===== src/rtl/adder_arbiter.sv =====
// adder_arbiter: two requesters share one three-operand adder. A round-robin
// arbiter picks one request per cycle; the exact sum is captured in a one-entry
// output register, tagged with the requester id, and drained via valid/ready.
module adder_arbiter #(
    parameter int unsigned width_p = 4
) (
    input  logic               clk_i,
    input  logic               reset_n_i,
    input  logic               req0_v_i,
    input  logic [width_p-1:0] req0_a_i,
    input  logic [width_p-1:0] req0_b_i,
    input  logic [width_p-1:0] req0_c_i,
    output logic               req0_ready_o,
    input  logic               req1_v_i,
    input  logic [width_p-1:0] req1_a_i,
    input  logic [width_p-1:0] req1_b_i,
    input  logic [width_p-1:0] req1_c_i,
    output logic               req1_ready_o,
    output logic               sum_v_o,
    output logic [width_p+1:0] sum_o,
    output logic               sum_id_o,
    input  logic               sum_ready_i
);

    localparam int unsigned SumW = width_p + 2;

    typedef enum logic {StEmpty, StFull} state_e;

    state_e            r_state;
    logic              r_last_grant;
    logic [SumW-1:0]   r_sum;
    logic              r_sum_id;

    logic              w_can_accept;
    logic              w_gnt_v;
    logic              w_gnt_id;
    logic              w_xfer;
    logic [width_p-1:0] w_a;
    logic [width_p-1:0] w_b;
    logic [width_p-1:0] w_c;
    logic [SumW-1:0]   w_sum;

    // Round-robin grant: on contention the requester that did not win last goes.
    always_comb begin
        w_gnt_v  = req0_v_i | req1_v_i;
        w_gnt_id = 1'b0;
        if (req0_v_i && req1_v_i) begin
            w_gnt_id = ~r_last_grant;
        end else if (req1_v_i) begin
            w_gnt_id = 1'b1;
        end
    end

    // A full register can take a new sum in the same cycle it is drained.
    assign w_can_accept = (r_state == StEmpty) || sum_ready_i;
    assign w_xfer       = w_gnt_v && w_can_accept;

    assign req0_ready_o = w_gnt_v && !w_gnt_id && w_can_accept;
    assign req1_ready_o = w_gnt_v &&  w_gnt_id && w_can_accept;

    // Operand mux feeding the single shared adder; widened so nothing is lost.
    always_comb begin
        w_a   = w_gnt_id ? req1_a_i : req0_a_i;
        w_b   = w_gnt_id ? req1_b_i : req0_b_i;
        w_c   = w_gnt_id ? req1_c_i : req0_c_i;
        w_sum = {2'b00, w_a} + {2'b00, w_b} + {2'b00, w_c};
    end

    // Output FSM with result register; last_grant moves only on an accepted transfer.
    always_ff @(posedge clk_i or negedge reset_n_i) begin
        if (!reset_n_i) begin
            r_state      <= StEmpty;
            r_last_grant <= 1'b1;
            r_sum        <= '0;
            r_sum_id     <= 1'b0;
        end else begin
            unique case (r_state)
                StEmpty: begin
                    if (w_xfer) begin
                        r_state      <= StFull;
                        r_sum        <= w_sum;
                        r_sum_id     <= w_gnt_id;
                        r_last_grant <= w_gnt_id;
                    end
                end
                StFull: begin
                    if (w_xfer) begin
                        r_sum        <= w_sum;
                        r_sum_id     <= w_gnt_id;
                        r_last_grant <= w_gnt_id;
                    end else if (sum_ready_i) begin
                        r_state <= StEmpty;
                    end
                end
                default: r_state <= StEmpty;
            endcase
        end
    end

    assign sum_v_o  = (r_state == StFull);
    assign sum_o    = r_sum;
    assign sum_id_o = r_sum_id;

endmodule


===== config.mk =====
export PLATFORM = sky130hd
export DESIGN_NAME = adder_arbiter
export DESIGN_NICKNAME = d
export VERILOG_FILES = /design/src/rtl/adder_arbiter.sv
export SDC_FILE = /design/constraint.sdc
export NUM_CORES = 1
export LEC_CHECK = 0
export BUFFER_PORTS_ARGS = -buffer_cell sky130_fd_sc_hd__buf_2
export CORE_UTILIZATION = 39
export DETAILED_ROUTE_END_ITERATION = 8
export PLACE_DENSITY = 0.74
export RECOVER_POWER = 25
export SLEW_MARGIN = 20
export SYNTH_ARGS = -nofsm -noshare
export SYNTH_HDL_FRONTEND = slang
export SYNTH_SLANG_ARGS = --single-unit

===== constraint.sdc =====
create_clock -name clk_i -period 2.25 [get_ports clk_i]
set_input_delay 0.225 -clock clk_i [delete_from_list [all_inputs] [get_ports clk_i]]
set_output_delay 0.225 -clock clk_i [all_outputs]
set_load 0.03 [all_outputs]

==> After elaboration in Yosys (flattened, before gate mapping) <==
Cells that the tools add are included.
{ "word_totals": {"register_bits": 9, "output_inout_bits": 10, "in_bits": 29, "word_cells": 28} }
{ "classes": {"n_addsub": 2, "bitwise": 3, "mux": 11, "reduce_logical": 8} }
{ "ops": {"columns": ["op", "n"], "rows": [
  ["$mux 4", 3],
  ["$add 5x4->6", 1],
  ["$logic_and 1x1->1", 6],
  ["$mux 1", 6],
  ["$mux 6", 1],
  ["$add 4x4->5", 1],
  ["$not 1->1", 2],
  ["$pmux 1 s2", 1],
  ["$logic_not 1->1", 1],
  ["$logic_or 1x1->1", 1],
  ["$or 1x1->1", 1]
]} }

==> Longest topological paths before layout <==
Gate-level depths: netlist (run 1).
{ "depth": {"word_depth": 6, "depth_mapped": 11} }

==> Least setup slack after synthesis (run 1) <==
No wires, ideal clock.
{ "synth_path": {"path_kind": "register -> register", "start": "reg r_last_grant", "end": "reg r_sum[5] (netlist: sum_o[5])", "setup_slack_ns": -0.144, "arrival_time_ns": 2.311, "stages_incl_launch_ff": 12, "setup_ns": 0.083, "synth_period_minus_slack_ns": 2.394, "n_path_buf": 1, "cell_sequence": "dfstp_2 -> a21boi_4 -> buf_8 -> mux2i_1 -> fa_1 -> inv_1 -> ha_1 -> inv_1 -> fa_1 -> nor2b_1 -> o21ai_0 -> o21ai_0"} }
{ "synth_between": {"elab_chain_cells": 6} }
{ "synth_rtl": {"columns": ["element", "line", "source"], "rows": [
  ["start: declaration", "30", "logic r_last_grant;"],
  ["start signal: assignment", "83", "r_last_grant <= w_gnt_id;"],
  ["start signal: assignment", "90", "r_last_grant <= w_gnt_id;"],
  ["$not 1->1 (*)", "48", "w_gnt_id = ~r_last_grant;"],
  ["$mux 1 (*)", "47", "if (req0_v_i && req1_v_i) begin"],
  ["$mux 4 (on tied branches)", "63, 64", null],
  ["$add 4x4->5", "66", "w_sum = {2'b00, w_a} + {2'b00, w_b} + {2'b00, w_c};"],
  ["$add 5x4->6 (*)", "66", null],
  ["$mux 6 (*)", "79, 87", null],
  ["end signal: assignment", "81", "r_sum <= w_sum;"],
  ["end signal: assignment", "88", "r_sum <= w_sum;"],
  ["end: declaration", "31", "logic [SumW-1:0] r_sum;"]
]} }
Every way passes the cells marked *; elsewhere a longest branch is shown, timed or not. The select of a mux whose other input is x is not followed.
A chain may end at the register's enable or synchronous reset.

==> Worst setup path in the final report (run 1) <==
{ "layout_path": {"start": "reg r_last_grant", "end": "reg r_sum[4] (netlist: sum_o[4])"} }
Same word-level chain as after synthesis.

==> impl_results.html, run 1 <==
<table>
<tr><th>Metric</th><th>Value</th></tr>
<tr><th colspan="2">Routing</th></tr>
<tr><td>Antenna Nets Post-Route</td><td>0</td></tr>
<tr><td>Routed via count</td><td>637</td></tr>
<tr><td>Initial DRC Count</td><td>3</td></tr>
<tr><td>WL/cell</td><td>around 10 um</td></tr>
<tr><td>Detailed-router iteration count before antenna repair</td><td>2</td></tr>
<tr><td>Routed Wire Length</td><td>1410 um</td></tr>
<tr><td>Count of unresolved DRC violations after routing</td><td>0</td></tr>
<tr><td>Vias/cell</td><td>4.68</td></tr>
<tr><th colspan="2">Logic synthesis</th></tr>
<tr><td>Synthesis warning total</td><td>0</td></tr>
<tr><td>Leading register cell type out of synthesis</td><td>sky130_fd_sc_hd__dfrtp_1</td></tr>
<tr><td>Number of flops mapped to enable cells by yosys</td><td>0</td></tr>
<tr><td>Distinct cell type count of the synthesized netlist</td><td>26</td></tr>
<tr><td>Post-synthesis sequential element count</td><td>9</td></tr>
<tr><td>Synthesized instance count</td><td>63</td></tr>
<tr><td>Synthesized cell area</td><td>approximately 720 um2</td></tr>
<tr><td>Total nets after synthesis</td><td>100</td></tr>
<tr><td>Async set or reset register ratio after synthesis</td><td>100%</td></tr>
<tr><td>Seq/Total Area, Yosys</td><td>31.3%</td></tr>
<tr><td>Mean cell area of the mapped netlist</td><td>11.5 um2</td></tr>
<tr><th colspan="2">Worst setup path</th></tr>
<tr><td>Origin of the critical flop-to-flop path</td><td>r_last_grant</td></tr>
<tr><td>Arrival @ worst endpoint</td><td>2590 ps</td></tr>
<tr><td>Number of cells on the worst reg-to-reg path</td><td>8</td></tr>
<tr><td>Capturing element type of the critical path</td><td>register</td></tr>
<tr><td>Worst reg2reg path endpoint</td><td>sum_o[4]</td></tr>
<tr><td>Crit-path max FO</td><td>13</td></tr>
<tr><td>Type of the worst setup path</td><td>register to register</td></tr>
<tr><td>Required time reported for the critical path endpoint</td><td>2410 ps</td></tr>
<tr><td>Flop-to-flop setup slack</td><td>-180 ps</td></tr>
<tr><td>Kind of start point of the critical path</td><td>register</td></tr>
<tr><th colspan="2">Cells and area</th></tr>
<tr><td>Area used by multi-input combinational logic</td><td>a little over 500 um2</td></tr>
<tr><td>Fill count</td><td>154</td></tr>
<tr><td>Post-route core utilization</td><td>62.5%</td></tr>
<tr><td>Area growth, synth to finish</td><td>48.9%</td></tr>
<tr><td>Sequential cell area</td><td>roughly 230 um2</td></tr>
<tr><td>Antenna cells</td><td>0</td></tr>
<tr><td>Final non-filler cell total</td><td>136</td></tr>
<tr><td>Nets</td><td>roughly 150</td></tr>
<tr><td>Proportion of layout cells with a drive suffix above 1</td><td>57.7%</td></tr>
<tr><th colspan="2">CTS</th></tr>
<tr><td>CTS HTree Levels</td><td>1</td></tr>
<tr><td>Maximum buffer depth of the clock tree</td><td>2</td></tr>
<tr><td>Source-to-sink clock delay at the later pin of the worst-skew pair</td><td>250 ps</td></tr>
<tr><td>Clock tree from TritonCTS</td><td>yes</td></tr>
<tr><td>CTS Buf Count</td><td>3</td></tr>
<tr><td>Num Clock Sinks</td><td>9</td></tr>
<tr><td>Clock transition at the registers of the reported paths</td><td>60 ps</td></tr>
<tr><td>Clock Root Buffer</td><td>sky130_fd_sc_hd__clkbuf_4</td></tr>
<tr><th colspan="2">GRT</th></tr>
<tr><td>Overall overflow remaining after global route</td><td>0</td></tr>
<tr><td>Maximum number of pins on one net before global-route repair</td><td>15</td></tr>
<tr><td>Global Route Usage Sum</td><td>15.8%</td></tr>
<tr><td>Wire length of the first global-routing pass</td><td>2240 um</td></tr>
<tr><td>Number of antenna violations at the first check in global routing</td><td>0</td></tr>
<tr><td>Number of global-route vias before repair</td><td>614</td></tr>
<tr><th colspan="2">STA</th></tr>
<tr><td>Period utilisation layout</td><td>108%</td></tr>
<tr><td>Fin. max-slew vios</td><td>0</td></tr>
<tr><td>Transition at the pin with the smallest max-transition slack</td><td>471 ps</td></tr>
<tr><td>Worst slack on hold paths</td><td>266 ps</td></tr>
<tr><td>Final worst setup slack</td><td>-177 ps</td></tr>
<tr><td>Final count of negative-setup-slack endpoints</td><td>4</td></tr>
<tr><td>Final Hold Violating Endpoints</td><td>0</td></tr>
<tr><td>Highest clock frequency the design can meet</td><td>between 400 and 500 MHz</td></tr>
<tr><td>Slew HR</td><td>68.6%</td></tr>
<tr><td>RSZ-0062 raised after global routing</td><td>true</td></tr>
<tr><td>Post-layout minimum cycle time</td><td>2430 ps</td></tr>
<tr><td>Worst clock skew</td><td>1.06 ps</td></tr>
<tr><th colspan="2">Power and ir drop</th></tr>
<tr><td>Sequential Power Share</td><td>28.4%</td></tr>
<tr><td>Peak VDD IR</td><td>0.365 mV</td></tr>
<tr><td>Net switching power</td><td>~350 uW</td></tr>
<tr><td>Net Sw Frac</td><td>between 40 and 50%</td></tr>
<tr><td>Share of total power in combinational logic</td><td>57.9%</td></tr>
<tr><td>Design internal power</td><td>513 uW</td></tr>
<tr><td>Leakage</td><td>~0.53 nW</td></tr>
<tr><td>P per Cell Area</td><td>799 nW/um2</td></tr>
<tr><td>Part of the total power dissipated in the clock network</td><td>13.7%</td></tr>
<tr><th colspan="2">Hold path</th></tr>
<tr><td>Hold path endpoint</td><td>r_last_grant</td></tr>
<tr><td>Hold Path Class</td><td>input pin to register</td></tr>
<tr><td>Startpoint of the most critical hold path</td><td>req1_v_i</td></tr>
<tr><td>Hold depth</td><td>3</td></tr>
<tr><th colspan="2">Run</th></tr>
<tr><td>Maximum Capacitance Violations</td><td>0</td></tr>
<tr><th colspan="2">Floorplanning</th></tr>
<tr><td>Chip width</td><td>~45 um</td></tr>
<tr><td>Core area</td><td>1730 um2</td></tr>
<tr><td>Initial standard-cell utilization of the core</td><td>42.0%</td></tr>
<tr><td>Total Die Area</td><td>2030 um2</td></tr>
<tr><td>Total number of placement rows</td><td>15</td></tr>
<tr><td>Height of the die</td><td>45.1 um</td></tr>
<tr><td>Number of placed I/O pins</td><td>39</td></tr>
<tr><th colspan="2">Placed design</th></tr>
<tr><td>Count of port buffers added during placement</td><td>38</td></tr>
<tr><td>HPWL after detailed placement</td><td>between 1000 and 1500 um</td></tr>
<tr><td>Number of cells after detailed placement</td><td>130</td></tr>
<tr><td>RD Place Congestion</td><td>0.790</td></tr>
<tr><th colspan="2">Run status</th></tr>
<tr><td>Run status</td><td>finished with violations</td></tr>
<tr><td>Violated checks</td><td>setup timing</td></tr>
</table>
worst max path at each step:
stage,startpoint,to,slack (ps),depth (start not counted)
2_1_floorplan,r_last_grant,sum_o[5],-110,11
3_3_place_gp,req1_v_i,sum_o[4],-170,9
3_5_place_dp,req1_v_i,sum_o[4],-220,9
4_1_cts,r_last_grant,sum_o[4],-180,8
5_1_grt,r_last_grant,sum_o[5],-290,11
6_report,r_last_grant,sum_o[4],-180,8
worst max-delay path, cell delays in order, from the launching register on:
cell                       delay [ps]
sky130_fd_sc_hd__dfstp_2          550
sky130_fd_sc_hd__a21boi_4          70
sky130_fd_sc_hd__buf_12           150
sky130_fd_sc_hd__mux2_4           310
sky130_fd_sc_hd__fa_1             510
sky130_fd_sc_hd__ha_4             310
sky130_fd_sc_hd__nand3_2           80
sky130_fd_sc_hd__and3b_1          160
sky130_fd_sc_hd__o31ai_1          180
what timing repair did:
item | 4_1_cts | 5_1_grt
hold buffers | 1 | 0
pin swaps | 0 | 4
hold endpoints to repair | 8 | 0
endpoints found under the setup margin | 4 | 4
buffers inserted | 0 | 2
resized for setup | 8 | 3
layout make-up:
cell class,count,share of cell area [%]
inverters,5,1.74
well taps,25,2.90
multi-input cells,48,48.1
flip-flops and latches,9,21.0
clock buffers,4,2.44
repair buffers,45,23.8
metal layers:
layer | vias to the layer above | GRT usage [%] | routed length, um
met3 | 2 | 3.60 | 89
met5 | - | 0 | 0
met2 | 29 | 29.3 | 746
li1 | 320 | - | -
met4 | 0 | 7.88 | 8
met1 | 286 | 16.6 | 563
cells in the final DEF, fill, tap and decap left out, drive strengths merged:
cell type    Yosys  routed
dfstp            1       1
a31oi            1       1
nor2b            2       2
nand2b           1       1
nor2             2       2
dlygate4sd3      0       1
fa               5       5
dfrtp            8       8
nand2            1       1
clkbuf           0       5
xor2             1       1
nand3            1       1
ha               3       3
a21o             1       1
inv              5       5
a21oi            2       2
and2             1       1
mux2i            6       6
o31ai            1       1
mux2             8       8
a21boi           2       2
o21ai            9       9
buf              1      43
and3b            1       1
power groups by stage:
stage | combinational, mW | sequential [mW] | clock, mW
global placement | 0.457 | 0.247 | 0
finish | 0.499 | 0.245 | 0.118
global route | 0.554 | 0.252 | 0.135
detailed placement | 0.467 | 0.249 | 0
floorplan | 0.217 | 0.349 | 0
CTS | 0.491 | 0.246 | 0.124
cell families (layout without fill, tap and decap cells):
group           Yosys count  count (layout)  synth area share [%]
fa+ha+maj                 8               8                  19.0
flops                     9               9                  31.3
xor+xnor                  1               1                  1.21
simple gates              9               9                  6.91
buf+inv                   6              54                  4.66
mux                      14              14                  22.3
compound gates           16              16                  14.7
flip-flops by register name (all words and copies together), names as in the netlist:
register / flops
sum_id_o: 1
r_last_grant: 1
sum_o: 6
sum_v_o: 1
synthesized netlist by cell type, types with 2 or more instances:
cell type / number / share of area, %
sky130_fd_sc_hd__mux2_4: 3 / 6.2
sky130_fd_sc_hd__inv_1: 5 / 2.6
sky130_fd_sc_hd__nor2b_1: 2 / 1.7
sky130_fd_sc_hd__dfrtp_1: 8 / 28
sky130_fd_sc_hd__nor2_1: 2 / 1.0
sky130_fd_sc_hd__mux2i_1: 6 / 8.3
sky130_fd_sc_hd__mux2_2: 4 / 6.2
sky130_fd_sc_hd__o21ai_0: 8 / 5.5
sky130_fd_sc_hd__a21oi_1: 2 / 1.4
sky130_fd_sc_hd__fa_1: 5 / 14
sky130_fd_sc_hd__ha_1: 3 / 5.2
per-stage QoR:
| step | power [mW] | setup slack [ps] | instance area, um2 | TNS, ps |
|---|---|---|---|---|
| floorplan | 0.566 | -108 | 743 | -380 |
| global placement | 0.704 | -172 | 1000 | -510 |
| detailed placement | 0.717 | -216 | 1000 | -765 |
| CTS | 0.861 | -184 | 1050 | -685 |
| global route | 0.940 | -285 | 1080 | -1050 |
| finish | 0.862 | -177 | 1080 | -648 |
Note: power is estimated with default switching activity, not from simulation.
==> inputs of run 2 (changes only) <==
==> config.mk (replaced) <==
export PLATFORM = sky130hd
export DESIGN_NAME = adder_arbiter
export DESIGN_NICKNAME = d
export VERILOG_FILES = /design/src/rtl/adder_arbiter.sv
export SDC_FILE = /design/constraint.sdc
export NUM_CORES = 1
export LEC_CHECK = 0
export ABC_AREA = 1
export CORE_UTILIZATION = 54
export DETAILED_ROUTE_END_ITERATION = 8
export DONT_BUFFER_PORTS = 1
export PLACE_DENSITY = 0.72
export RECOVER_POWER = 25
export SLEW_MARGIN = 10
export SYNTH_ARGS = -nofsm -noshare
export SYNTH_HDL_FRONTEND = slang
export SYNTH_SLANG_ARGS = --single-unit
==> run 2 against run 1 <==
Against the previous run:
- the run still ends with setup timing left
- design area fell by 15%
- register-to-register slack better by 40 ps
- sequential cell count unchanged
- sequential power up 39%
- non-clock buffer count shrank 37
- cell count shrank 8.1%
- global-route usage rose by 6.3 points
- largest power group is now registers
==> impl_results.html, run 2 <==
<table>
<tr><th>Metric</th><th>Value</th></tr>
<tr><th colspan="2">Cells and area</th></tr>
<tr><td>Antenna cells</td><td>0 (unchanged)</td></tr>
<tr><td>Proportion of layout cells with a drive suffix above 1</td><td>30.0% (-28 points)</td></tr>
<tr><td>Highest-count cells in the layout ignoring fill and taps</td><td>sky130_fd_sc_hd__nand2_1, sky130_fd_sc_hd__inv_1, sky130_fd_sc_hd__dfrtp_1, sky130_fd_sc_hd__o21ai_2, sky130_fd_sc_hd__buf_4</td></tr>
<tr><td>Post-route core utilization</td><td>70.1% (+7.6 points)</td></tr>
<tr><td>Fill count</td><td>112 (-27%)</td></tr>
<tr><td>Nets</td><td>148 (-0.67%)</td></tr>
<tr><td>Commonest non-fill, non-tap cell in the layout</td><td>sky130_fd_sc_hd__nand2_1</td></tr>
<tr><td>Area growth, synth to finish</td><td>20.3%</td></tr>
<tr><td>Max reg flops</td><td>6 (unchanged)</td></tr>
<tr><th colspan="2">Logic synthesis</th></tr>
<tr><td>Mean cell area of the mapped netlist</td><td>7.51 um2 (-35%)</td></tr>
<tr><td>Most frequent cells after synthesis</td><td>sky130_fd_sc_hd__nand2_1, sky130_fd_sc_hd__inv_1, sky130_fd_sc_hd__dfrtp_1</td></tr>
<tr><td>Synthesis warning total</td><td>0 (unchanged)</td></tr>
<tr><td>Area leader, netlist</td><td>sky130_fd_sc_hd__dfrtp_1</td></tr>
<tr><td>Number of flops mapped to enable cells by yosys</td><td>0 (unchanged)</td></tr>
<tr><td>Post-synthesis sequential element count</td><td>9 (unchanged)</td></tr>
<tr><td>Synth top area share</td><td>26.4% (-1.2 points)</td></tr>
<tr><td>Seq/Total Area, Yosys</td><td>29.9% (-1.4 points)</td></tr>
<tr><td>Leading register cell type out of synthesis</td><td>sky130_fd_sc_hd__dfrtp_1</td></tr>
<tr><td>Most frequent cell after synthesis</td><td>sky130_fd_sc_hd__nand2_1</td></tr>
<tr><td>Synth top area cells</td><td>sky130_fd_sc_hd__dfrtp_1, sky130_fd_sc_hd__nand2_1, sky130_fd_sc_hd__fa_1</td></tr>
<tr><td>Synthesized instance count</td><td>101 (+60%)</td></tr>
<tr><td>Async set or reset register ratio after synthesis</td><td>100% (unchanged)</td></tr>
<tr><td>Total nets after synthesis</td><td>138 (+38%)</td></tr>
<tr><td>Distinct cell type count of the synthesized netlist</td><td>17 (-35%)</td></tr>
<tr><td>Synthesized cell area</td><td>758 um2 (+4.7%)</td></tr>
<tr><th colspan="2">Worst setup path</th></tr>
<tr><td>Arrival @ worst endpoint</td><td>2580 ps (about the same)</td></tr>
<tr><td>Capturing element of the worst setup path</td><td>sum_o[3]</td></tr>
<tr><td>Kind of start point of the critical path</td><td>register</td></tr>
<tr><td>Capturing element type of the critical path</td><td>register</td></tr>
<tr><td>Required time reported for the critical path endpoint</td><td>2440 ps (+30 ps)</td></tr>
<tr><td>Worst reg2reg path endpoint</td><td>sum_o[3]</td></tr>
<tr><td>Type of the worst setup path</td><td>register to register</td></tr>
<tr><td>Flop-to-flop setup slack</td><td>-140 ps (+40 ps)</td></tr>
<tr><td>Crit-path max FO</td><td>5 (-8)</td></tr>
<tr><td>Origin of the critical flop-to-flop path</td><td>r_last_grant</td></tr>
<tr><td>Number of cells on the worst reg-to-reg path</td><td>11 (+3)</td></tr>
<tr><td>Critical Path Start</td><td>r_last_grant</td></tr>
<tr><th colspan="2">Power and ir drop</th></tr>
<tr><td>P per Cell Area</td><td>879 nW/um2 (+10%)</td></tr>
<tr><td>Design internal power</td><td>434 uW (-15%)</td></tr>
<tr><td>Leakage</td><td>0.475 nW (-9.9%)</td></tr>
<tr><td>Part of the total power dissipated in the clock network</td><td>16.0% (+2.3 points)</td></tr>
<tr><td>Net Sw Frac</td><td>45.9% (+5.4 points)</td></tr>
<tr><td>Share of total power in combinational logic</td><td>41.6% (-16 points)</td></tr>
<tr><td>Sequential Power Share</td><td>42.4% (+14 points)</td></tr>
<tr><td>Net switching power</td><td>368 uW (+5.5%)</td></tr>
<tr><td>Design Power</td><td>802 uW (-7.0%)</td></tr>
<tr><td>Peak VDD IR</td><td>0.403 mV (+10%)</td></tr>
<tr><th colspan="2">Floorplanning</th></tr>
<tr><td>Core area</td><td>1300 um2 (-25%)</td></tr>
<tr><td>Height of the die</td><td>39.5 um (-12%)</td></tr>
<tr><td>Chip width</td><td>39.5 um (-12%)</td></tr>
<tr><td>Initial standard-cell utilization of the core</td><td>58.3% (+16 points)</td></tr>
<tr><td>Number of placed I/O pins</td><td>39 (unchanged)</td></tr>
<tr><td>Total number of placement rows</td><td>13 (-2)</td></tr>
<tr><td>Total Die Area</td><td>1560 um2 (-23%)</td></tr>
<tr><th colspan="2">Routing</th></tr>
<tr><td>Vias/cell</td><td>5.30 (+13%)</td></tr>
<tr><td>Routed via count</td><td>663 (+4.1%)</td></tr>
<tr><td>Detailed-router iteration count before antenna repair</td><td>4 (+2)</td></tr>
<tr><td>Count of unresolved DRC violations after routing</td><td>0 (unchanged)</td></tr>
<tr><td>Routed Wire Length</td><td>1580 um (+12%)</td></tr>
<tr><td>Antenna Nets Post-Route</td><td>0 (unchanged)</td></tr>
<tr><td>WL/cell</td><td>12.6 um (+22%)</td></tr>
<tr><td>Initial DRC Count</td><td>19 (+16)</td></tr>
<tr><th colspan="2">STA</th></tr>
<tr><td>Highest clock frequency the design can meet</td><td>419 MHz (+1.6%)</td></tr>
<tr><td>Post-layout minimum cycle time</td><td>2390 ps (-39.2 ps)</td></tr>
<tr><td>Fin. max-slew vios</td><td>0 (unchanged)</td></tr>
<tr><td>Period utilisation layout</td><td>106% (-1.7 points)</td></tr>
<tr><td>Worst clock skew</td><td>3.33 ps (+2.27 ps)</td></tr>
<tr><td>Worst slack on hold paths</td><td>96.2 ps (-169 ps)</td></tr>
<tr><td>Final count of negative-setup-slack endpoints</td><td>4 (unchanged)</td></tr>
<tr><td>Post-Route Setup TNS</td><td>-427 ps (+221 ps)</td></tr>
<tr><td>RSZ-0062 raised after global routing</td><td>true</td></tr>
<tr><td>Final Hold Violating Endpoints</td><td>0 (unchanged)</td></tr>
<tr><td>Final worst setup slack</td><td>-138 ps (+39.2 ps)</td></tr>
<tr><td>Slew HR</td><td>62.7% (-5.9 points)</td></tr>
<tr><td>Transition at the pin with the smallest max-transition slack</td><td>558 ps (+86.9 ps)</td></tr>
<tr><th colspan="2">Hold path</th></tr>
<tr><td>Hold Path Class</td><td>input pin to register</td></tr>
<tr><th colspan="2">CTS</th></tr>
<tr><td>Source-to-sink clock delay at the later pin of the worst-skew pair</td><td>260 ps (about the same)</td></tr>
<tr><td>Num Clock Sinks</td><td>9 (unchanged)</td></tr>
<tr><td>Clock tree from TritonCTS</td><td>yes</td></tr>
<tr><td>Clock transition at the registers of the reported paths</td><td>60 ps (about the same)</td></tr>
<tr><td>Maximum buffer depth of the clock tree</td><td>2 (unchanged)</td></tr>
<tr><td>CTS Buf Count</td><td>3 (unchanged)</td></tr>
<tr><td>Clock Root Buffer</td><td>sky130_fd_sc_hd__clkbuf_4</td></tr>
<tr><td>CTS HTree Levels</td><td>1 (unchanged)</td></tr>
<tr><th colspan="2">GRT</th></tr>
<tr><td>Wire length of the first global-routing pass</td><td>2270 um (+1.6%)</td></tr>
<tr><td>Number of global-route vias before repair</td><td>641 (+4.4%)</td></tr>
<tr><td>Number of antenna violations at the first check in global routing</td><td>0 (unchanged)</td></tr>
<tr><td>Global Route Usage Sum</td><td>22.2% (+6.3 points)</td></tr>
<tr><td>Maximum number of pins on one net before global-route repair</td><td>15 (unchanged)</td></tr>
<tr><td>Overall overflow remaining after global route</td><td>0 (unchanged)</td></tr>
<tr><th colspan="2">Run status</th></tr>
<tr><td>Run status</td><td>finished with violations</td></tr>
<tr><td>Violated checks</td><td>setup timing</td></tr>
<tr><th colspan="2">Placed design</th></tr>
<tr><td>RD Place Congestion</td><td>0.682 (-14%)</td></tr>
<tr><td>Count of port buffers added during placement</td><td>0 (-100%)</td></tr>
<tr><td>HPWL after detailed placement</td><td>1190 um (-4.4%)</td></tr>
<tr><th colspan="2">Run</th></tr>
<tr><td>Maximum Capacitance Violations</td><td>0 (unchanged)</td></tr>
</table>
==> run 2: how the worst min path moves through the flow <==
stage / endpoint / start / cells past startpoint / slack, ps
after global placement: sum_id_o / reset_n_i / 0 / -70
after floorplan: sum_id_o / reset_n_i / 0 / -70
after global routing: sum_v_o / req0_v_i / 2 / 100
final: sum_v_o / req0_v_i / 2 / 100
after CTS: sum_v_o / req0_v_i / 2 / 100
after detailed placement: sum_o[1] / reset_n_i / 0 / -70
==> run 2: layout make-up <==
type | instances | area (um2) | area share [%]
multi-input cells | 74 | 512 | 56.1
flip-flops and latches | 9 | 226 | 24.8
inverters | 15 | 58.8 | 6.45
well taps | 15 | 18.8 | 2.06
clock buffers | 4 | 26.3 | 2.88
repair buffers | 8 | 70.1 | 7.68
==> run 2: through the flow <==
step           cell area [um2]  instances  setup WS (ps)
2_1_floorplan              761        101          -45.1
6_report                   912        125           -138
5_1_grt                    912        125           -237
4_1_cts                    857        124          -98.4
3_3_place_gp               776        117           -148
3_5_place_dp               776        117           -223
==> run 2: power groups by stage <==
stage	clock network, mW	registers [mW]	logic, mW
final	0.128	0.340	0.334
after global routing	0.139	0.344	0.374
after CTS	0.128	0.340	0.291
after detailed placement	0	0.343	0.256
after global placement	0	0.340	0.240
after floorplan	0	0.331	0.206
==> run 2: cell families after synthesis <==
family | count (synthesis) | synth area share [%]
adder cells (fa/ha/maj) | 8 | 18.2
flip-flops | 9 | 29.9
buffers and inverters | 18 | 11.9
AND/OR/NAND/NOR | 56 | 31.0
AO/OA/AOI/OAI | 9 | 7.92
XOR/XNOR | 1 | 1.16
==> run 2: routing by layer <==
metal  GRT usage [%]  share of wire, %  vias to the layer above
met5               0                 0                        -
met4            7.76               1.0                        0
met3            6.82               5.8                        2
met2            44.7                57                       26
met1            19.7                36                      315
li1                -                 -                      320
==> run 2: repair_timing <==
item,in CTS,in global routing
hold buffers,1,0
hold endpoints to repair,9,0
resized for setup,9,12
setup buffers,2,1
pin swaps,5,9
endpoints found under the setup margin,4,4
==> run 2: critical path: stages, from the launching register on <==
cell and delay [ps]:
sky130_fd_sc_hd__dfstp_2 540, sky130_fd_sc_hd__nand2_2 60, sky130_fd_sc_hd__nand2_4 100, sky130_fd_sc_hd__or2_4 120, sky130_fd_sc_hd__o21ai_2 50, sky130_fd_sc_hd__fa_1 490
sky130_fd_sc_hd__inv_1 80, sky130_fd_sc_hd__ha_2 190, sky130_fd_sc_hd__inv_2 40, sky130_fd_sc_hd__fa_2 370, sky130_fd_sc_hd__xor2_1 150, sky130_fd_sc_hd__o21ai_1 130
